### src/rtl/lm_sm_sequencer.sv
// lm_sm_sequencer: passes ordinary instructions through and expands LM/SM into per-register LW/SW micro-ops
module lm_sm_sequencer #(
  parameter logic [3:0] LM_OPCODE = 4'b0110,
  parameter logic [3:0] SM_OPCODE = 4'b0111,
  parameter logic [3:0] LW_OPCODE = 4'b0100,
  parameter logic [3:0] SW_OPCODE = 4'b0101
) (
  input  logic        clk,
  input  logic        rst,
  input  logic        in_valid,
  input  logic [15:0] in_instr,
  input  logic [15:0] in_pc,
  input  logic [15:0] in_pc_next,
  input  logic        in_spec_taken,
  input  logic [9:0]  in_cntrl,
  input  logic        stall,
  input  logic        flush,
  output logic        out_valid,
  output logic [15:0] out_instr,
  output logic [15:0] out_pc,
  output logic [15:0] out_pc_next,
  output logic        out_spec_taken,
  output logic [9:0]  out_cntrl,
  output logic        out_last,
  output logic        hold_ifid,
  output logic        busy
);
  typedef enum logic {IDLE, SEQ} state_t;
  state_t      state_q;
  logic [7:0]  mask_q, orig_q;
  logic [2:0]  ra_q;
  logic        lm_q, spec_q;
  logic [15:0] pc_q, pcn_q;
  logic [9:0]  cntrl_q;
  logic        seq, is_lm, mult, lm, last, kill;
  logic [2:0]  ra, idx, k;
  logic [7:0]  m, orig, m_nd;
  logic [3:0]  cnt;
  always_comb begin
    seq = state_q == SEQ;
    is_lm = in_instr[15:12] == LM_OPCODE;
    mult = in_valid && (is_lm || in_instr[15:12] == SM_OPCODE);
    lm = seq ? lm_q : is_lm;
    ra = seq ? ra_q : in_instr[11:9];
    m = seq ? mask_q : in_instr[7:0];
    orig = seq ? orig_q : in_instr[7:0];
    // LM keeps its base register for last; falls back to RA once nothing else remains
    m_nd = lm ? m & ~(8'd1 << ra) : m;
    idx = ra;
    for (int i = 7; i >= 0; i--) if (m_nd[i]) idx = 3'(i);
    cnt = '0;
    k = '0;
    for (int i = 0; i < 8; i++) begin
      cnt = cnt + {3'd0, m[i]};
      if (orig[i] && 3'(i) < idx) k = k + 3'd1;
    end
    last = cnt == 4'd1;
    kill = flush || rst;
    out_valid = !kill && (seq || (mult ? cnt != 4'd0 : in_valid));
    out_instr = (seq || mult) ? {lm ? LW_OPCODE : SW_OPCODE, idx, ra, 3'd0, k} : in_instr;
    out_pc = seq ? pc_q : in_pc;
    out_pc_next = seq ? pcn_q : in_pc_next;
    out_spec_taken = seq ? spec_q : in_spec_taken;
    out_cntrl = seq ? cntrl_q : in_cntrl;
    out_last = (seq || mult) ? last : 1'b1;
    hold_ifid = !kill && (seq || mult) && cnt > 4'd1;
    busy = seq;
  end
  always_ff @(posedge clk) begin
    if (rst) begin
      state_q <= IDLE;
      mask_q <= '0;
      orig_q <= '0;
      ra_q <= '0;
      lm_q <= 1'b0;
      pc_q <= '0;
      pcn_q <= '0;
      spec_q <= 1'b0;
      cntrl_q <= '0;
    end else if (flush) begin
      state_q <= IDLE;
      mask_q <= '0;
    end else if (!stall) begin
      if (seq) begin
        mask_q <= m & ~(8'd1 << idx);
        if (last) state_q <= IDLE;
      end else if (mult && cnt > 4'd1) begin
        state_q <= SEQ;
        mask_q <= m & ~(8'd1 << idx);
        orig_q <= in_instr[7:0];
        ra_q <= in_instr[11:9];
        lm_q <= is_lm;
        pc_q <= in_pc;
        pcn_q <= in_pc_next;
        spec_q <= in_spec_taken;
        cntrl_q <= in_cntrl;
      end
    end
  end
endmodule

### config.mk
export PLATFORM = sky130hd
export DESIGN_NAME = lm_sm_sequencer
export DESIGN_NICKNAME = d
export VERILOG_FILES = /design/src/rtl/lm_sm_sequencer.sv
export SDC_FILE = /design/constraint.sdc
export NUM_CORES = 1
export LEC_CHECK = 0
export BUFFER_PORTS_ARGS = -buffer_cell sky130_fd_sc_hd__buf_4
export CELL_PAD_IN_SITES_DETAIL_PLACEMENT = 2
export CELL_PAD_IN_SITES_GLOBAL_PLACEMENT = 2
export CORE_ASPECT_RATIO = 2
export CORE_MARGIN = 5
export CORE_UTILIZATION = 26
export DETAILED_ROUTE_END_ITERATION = 16
export PLACE_DENSITY_LB_ADDON = 0.1
export SLEW_MARGIN = 20
export SYNTH_ARGS = -nofsm -noshare
export SYNTH_HDL_FRONTEND = slang
export SYNTH_SLANG_ARGS = --single-unit
### constraint.sdc
create_clock -name clk -period 5.5 [get_ports clk]
set_input_delay 0.55 -clock clk [delete_from_list [all_inputs] [get_ports clk]]
set_output_delay 0.55 -clock clk [all_outputs]
set_load 0.01 [all_outputs]
# --- Word level (Yosys, flattened, before mapping) ---
# Index checks and enable logic that the tools add are counted.
totals:
  mem_count: 0
  ff_bits: 64
  latch_bits: 0
  mem_bits_ro: 0
  output_inout_bits: 63
  ramBits: 0
classes:
  n_mux: 34
  n_eq_ne: 3
  div_mod_pow: 0
  add_sub_neg: 14
  multipliers: 0
  n_lt_le_gt_ge: 9
  reduce_logical: 23
  shift: 2
  bitwise: 7
ops:
  columns: ["operator", "n"]
  rows:
  - ["$mux W16", 3]
  - ["$mux W3", 16]
  - ["$mux W8", 5]
  - ["$add A3 B1 Y3 const B", 7]
  - ["$add A4 B1 Y4", 4]
  - ["$and A8 B8 Y8", 2]
  - ["$not A8 Y8", 2]
  - ["$shl A1 B3 Y8 const A", 2]
  - ["$logic_and A1 B1 Y1", 13]
  - ["$lt A3 B3 Y1 const A", 4]
  - ["$mux W10", 1]
  - ["$mux W1", 9]
  - ["$eq A4 B3 Y1 const B", 2]
  - ["$lt A1 B3 Y1 const A", 2]
  - ["$lt A2 B3 Y1 const A", 2]
  - ["$add A3 B1 Y4", 1]
  - ["$eq A4 B1 Y1 const B", 1]
  - ["$gt A4 B1 Y1 const B", 1]
  - ["$logic_or A1 B1 Y1", 4]
  - ["$reduce_and A4 Y1", 1]
  - ["$reduce_bool A4 Y1", 1]
  - ["$add A2 B1 Y3", 1]
  - ["$not A1 Y1", 3]
  - ["$add A1 B1 Y2", 1]
  - ["other kinds (4)", 4]

# --- Depth between registers and ports, before layout ---
logic_depth:
  ltp_word: 31
  depth_mapped: 25

# --- Worst setup path after synthesis ---
# Ideal clock, no wire load.
synth_timing:
  path_type: "register to output"
  start: "register state_q (netlist: busy)"
  end: "output out_instr[2]"
  path_buffers: 2
  stages_incl_launch_ff: 24
  setup_slack_ns: -0.215
  arrival_time_ns: 5.165
  required_ns: 4.950
  cell_sequence: "dfxtp_1 > buf_6 > buf_6 > mux2i_1 > o21bai_1 > a31oi_2 > o31ai_1 > and2_1 > nor2_1 > ha_1 > inv_1 > xnor2_2 > ha_1 > or2_2 > a211oi_1 > nor3_1 > a32oi_1 > ha_1 > mux2_2 > ha_1 > nand2_1 > xnor2_1 > xnor2_1 > o21ai_1"
synth_between:
  elab_chain_cells: 31
  elab_cells_between_ends: 49
synth_lines:
  columns: ["item", "line_no", "text"]
  rows:
  - ["start, declared", "29", "state_t state_q;"]
  - ["start signal, assigned", "71", "state_q <= IDLE;"]
  - ["start signal, assigned", "81", "state_q <= IDLE;"]
  - ["start signal, assigned", "86", "if (last) state_q <= IDLE;"]
  - ["$mux W3", "44", "ra = seq ? ra_q : in_instr[11:9];"]
  - ["$shl A1 B3 Y8", "48", "m_nd = lm ? m & ~(8'd1 << ra) : m;"]
  - ["$not A8 Y8", "48", null]
  - ["$and A8 B8 Y8", "48", null]
  - ["$mux W8", "48", null]
  - ["$mux W3 (8 in a row)", "50", "for (int i = 7; i >= 0; i--) if (m_nd[i]) idx = 3'(i);"]
  - ["$lt A1 B3 Y1", "55", "if (orig[i] && 3'(i) < idx) k = k + 3'd1;"]
  - ["$logic_and A1 B1 Y1", "55", null]
  - ["(+8 left out)", null, null]
  - ["$mux W3", "55", null]
  - ["$add A3 B1 Y3", "55", null]
  - ["$mux W3", "55", null]
  - ["$add A3 B1 Y3", "55", null]
  - ["$mux W3", "55", null]
  - ["$add A3 B1 Y3", "55", null]
  - ["$mux W3", "55", null]
  - ["$mux W16 *", "60", "out_instr = (seq || mult) ? {lm ? LW_OPCODE : SW_OPCODE, idx, ra, 3'd0, k} : in_instr;"]
  - ["end, declared", "19", "output logic [15:0] out_instr,"]
# Mark *: on every way between the ends. The rest lies on a longest branch, timed or not.

# --- Final worst setup path ---
layout_timing:
  start: "register state_q (netlist: busy)"
  end: "output out_instr[1]"
# Same word-level chain as after synthesis.

==> flow_metrics.py <==
metrics = {
    "floorplan": {
        "start_util_pct": 26.52,
        "dieHeight_um": 192.2,
        "pin_count": 127,
        "chipWidth_um": 101.1,
        "die-area_um2": 19430,
        "core_area_um2": 16270,
        "row_count": 66,
    },
    "detailed_routing": {
        "wl_mm": 20.42,
        "via_per_inst": 5.161,
        "first_pass_iters": 4,
        "drc": 0,
        "drt_iter0_drc": 105,
        "ant_nets": 0,
        "wl_per_cell_um": 21.98,
        "num_vias": 4795,
    },
    "global_route": {
        "track_usage_pct": 21.29,
        "grt_pass1_vias": 5579,
        "grt_antenna_before_repair": 1,
        "grt_max_degree": 56,
        "grt-ovfl-total": 0,
        "grt_pass1_wl_mm": 31.09,
    },
    "synthesis": {
        "synth_warnings": 0,
        "avgSynthCellArea_um2": 7.718,
        "synth_top_family_by_area": "simple AND/OR/NAND/NOR gates",
        "synth_area_um2": 4314,
        "synthTopCellsByArea": "dfxtp_1 (29%), nand2_1 (13%), mux2_2 (12%)",
        "ys.flop_type": "dfxtp_1",
        "synth_cells": 559,
        "synth_top_cell_by_area": "dfxtp_1",
        "synth_fa_ha_area_share_pct": 4.756,
        "ys_ff_latch": 63,
        "synth_xor_area_share_pct": 2.117,
        "synth_seq_area_share_pct": 29.23,
        "synth_commonest_cells": "nand2_1 (146), a21oi_1 (76), dfxtp_1 (63)",
        "synth.distinct_cells": 61,
        "yosys.area_share.simple_pct": 24.85,
        "synth_top_area_share_pct": 29.23,
        "synth_most_common_cell": "nand2_1",
        "synth_compound_area_share_pct": 19.37,
        "async_reset_ff_share_pct": 0,
        "syn_nets": 637,
        "synthMuxAreaShare_pct": 14.62,
        "synth-edff-count": 0,
    },
    "placed_design": {
        "hpwl_mm": 15.59,
        "dp_cells": 896,
        "place_ws_ns": -0.2765,
        "portBuffers": 126,
        "place_area_um2": 5700,
        "place.gp.congestion": 0.9417,
    },
    "timing": {
        "min_period_over_period_pct": 98.70,
        "hold_viol_final": 0,
        "holdWs_ns": 0.4535,
        "setup_violations": 0,
        "final.setup.tns_ns": 0,
        "fin_crit_ns": 5.429,
        "worstMarginPinSlew_ns": 1.056,
        "setup_slack_ns": 0.07134,
        "rsz0062_at_grt": "true",
        "max_freq_mhz": 184.2,
        "relSlewSlack_pct": 28.92,
        "finClkSkew_ns": 0.009177,
        "finalMaxSlewViolations": 0,
    },
    "final_layout": {
        "fin_nets": 797,
        "finalInstanceArea_um2": 6441,
        "stdcell_count": 929,
        "drive_gt1_share_pct": 44.06,
        "utilization_pct": 39.59,
        "area_delta_synth_final_pct": 49.30,
    },
    "cts": {
        "path_clk_slew_ns": 0.06,
        "htreeDepth": 3,
        "clockBufferDepth": 2,
        "cts_tree": "done",
        "insertion_delay_ns": 0.33,
        "cts_buffers": 9,
        "cts.sinks": 63,
        "cts-root-buf": "clkbuf_16",
    },
    "critical_path": {
        "reg2regPathDepth": 21,
        "crit_path_start_kind": "flop",
        "cp.required_ns": 4.95,
        "critPathKind": "reg2out",
        "endpoint_kind": "output pin",
        "crit_path_max_fanout": 7,
        "critPathArrivalTime_ns": 4.88,
    },
    "job": {
        "drv_cap": 0,
    },
    "hold_path": {
        "hold_path.class": "reg2reg",
        "holdPathStages": 2,
    },
    "outcome": {
        "status": "finished clean",
    },
    "power": {
        "power_mw": 1.460,
        "vdd_drop_max_mv": 0.1400,
        "powerDensity_nw_per_um2": 226.7,
        "power.leakage_nw": 2.556,
    },
}
==> per-layer routing <==
metal / up-vias / wire length [um] / global-route usage, %
met4: 0 / 1157 / 12.49
met5: - / 0 / 0
met2: 127 / 12170 / 42.89
met1: 2379 / 6428 / 18.50
li1: 2236 / - / -
met3: 53 / 655 / 3.780
==> area by class of cell <==
type | instances | area, um^2
diodes | 1 | 2.502
multi-input cells | 446 | 3128
clock buffers | 11 | 252.7
well taps | 204 | 255.2
clock inverters | 5 | 56.30
flip-flops and latches | 63 | 1266
fillers | 1852 | 9827
repair buffers | 183 | 1418
inverters | 16 | 62.56
==> flip-flops by register name, indices dropped and copies added, names as in the netlist <==
name,cells
pc_q,16
pcn_q,16
cntrl_q,10
mask_q,8
orig_q,7
ra_q,3
busy,1
lm_q,1
spec_q,1
==> layout by cell type (no fill, tap or decap), types with 3 or more instances in the layout <==
cell       count
ha_1           6
buf_6          3
clkbuf_16      9
nand3_1        4
nand2_1      140
dfxtp_1       61
mux2_2        44
or2_2          4
inv_1         13
a21oi_1       71
nor2_1        28
mux2i_1        9
buf_4        177
ha_4           3
o21ai_0       13
nor3_1         7
xnor2_2        3
nor2b_1        5
o21ai_1        5
nand2_2        5
nor2_2         4
a21oi_2        6
fa_1           4
a211oi_1       5
nand2b_1       5
nor3_2         4
and2_1         3
nor4_1         4
==> final timing paths <==
kind	from	to	slack [ns]
worst min-delay path	pcn_q[9]$_SDFFE_PP0P_	pcn_q[9]$_SDFFE_PP0P_	0.45
worst max-delay path	busy$_SDFFE_PP0N_	out_instr[1]	0.07
worst max register to register	busy$_SDFFE_PP0N_	mask_q[4]$_SDFFE_PP0P_	0.46
worst min register to register	pcn_q[9]$_SDFFE_PP0P_	pcn_q[9]$_SDFFE_PP0P_	0.45
==> cells by family (layout without fill, tap and decap cells) <==
group           after synthesis  after routing
xor+xnor                      7              7
compound gates              131            131
flops                        63             63
mux                          57             57
other cells                   0              1
fa+ha+maj                    14             14
buf+inv                      50            215
simple gates                237            237
==> report_power, final <==
group	switching, mW	internal (mW)
clock	0.218	0.375
sequential	0.00311	0.460
combinational	0.213	0.191
total	0.434	1.03
==> what timing repair did <==
action / CTS / global route
setup buffers: 13 / 4
gates resized for setup: 43 / 27
endpoints found under the setup margin: 5 / 4
gates cloned: 0 / 0
pin swaps: 19 / 20
hold buffers: 0 / 0
==> critical path, stage by stage (launching register included) <==
cell and delay, ns:
dfxtp_4 0.42, buf_8 0.15, nand2b_4 0.08, a2bb2oi_4 0.17, buf_6 0.13, o21a_4 0.23
buf_4 0.14, a311oi_2 0.23, nand2_1 0.14, inv_2 0.11, ha_2 0.18, inv_1 0.06
mux2i_4 0.15, ha_1 0.27, or2_4 0.24, a211oi_2 0.20, nor3_2 0.09, a32oi_2 0.25
ha_1 0.28, mux2_4 0.30, ha_4 0.27, nor2_2 0.03, a21oi_2 0.12, o31a_1 0.18
buf_6 0.11
(Power assumes the default switching activity.)
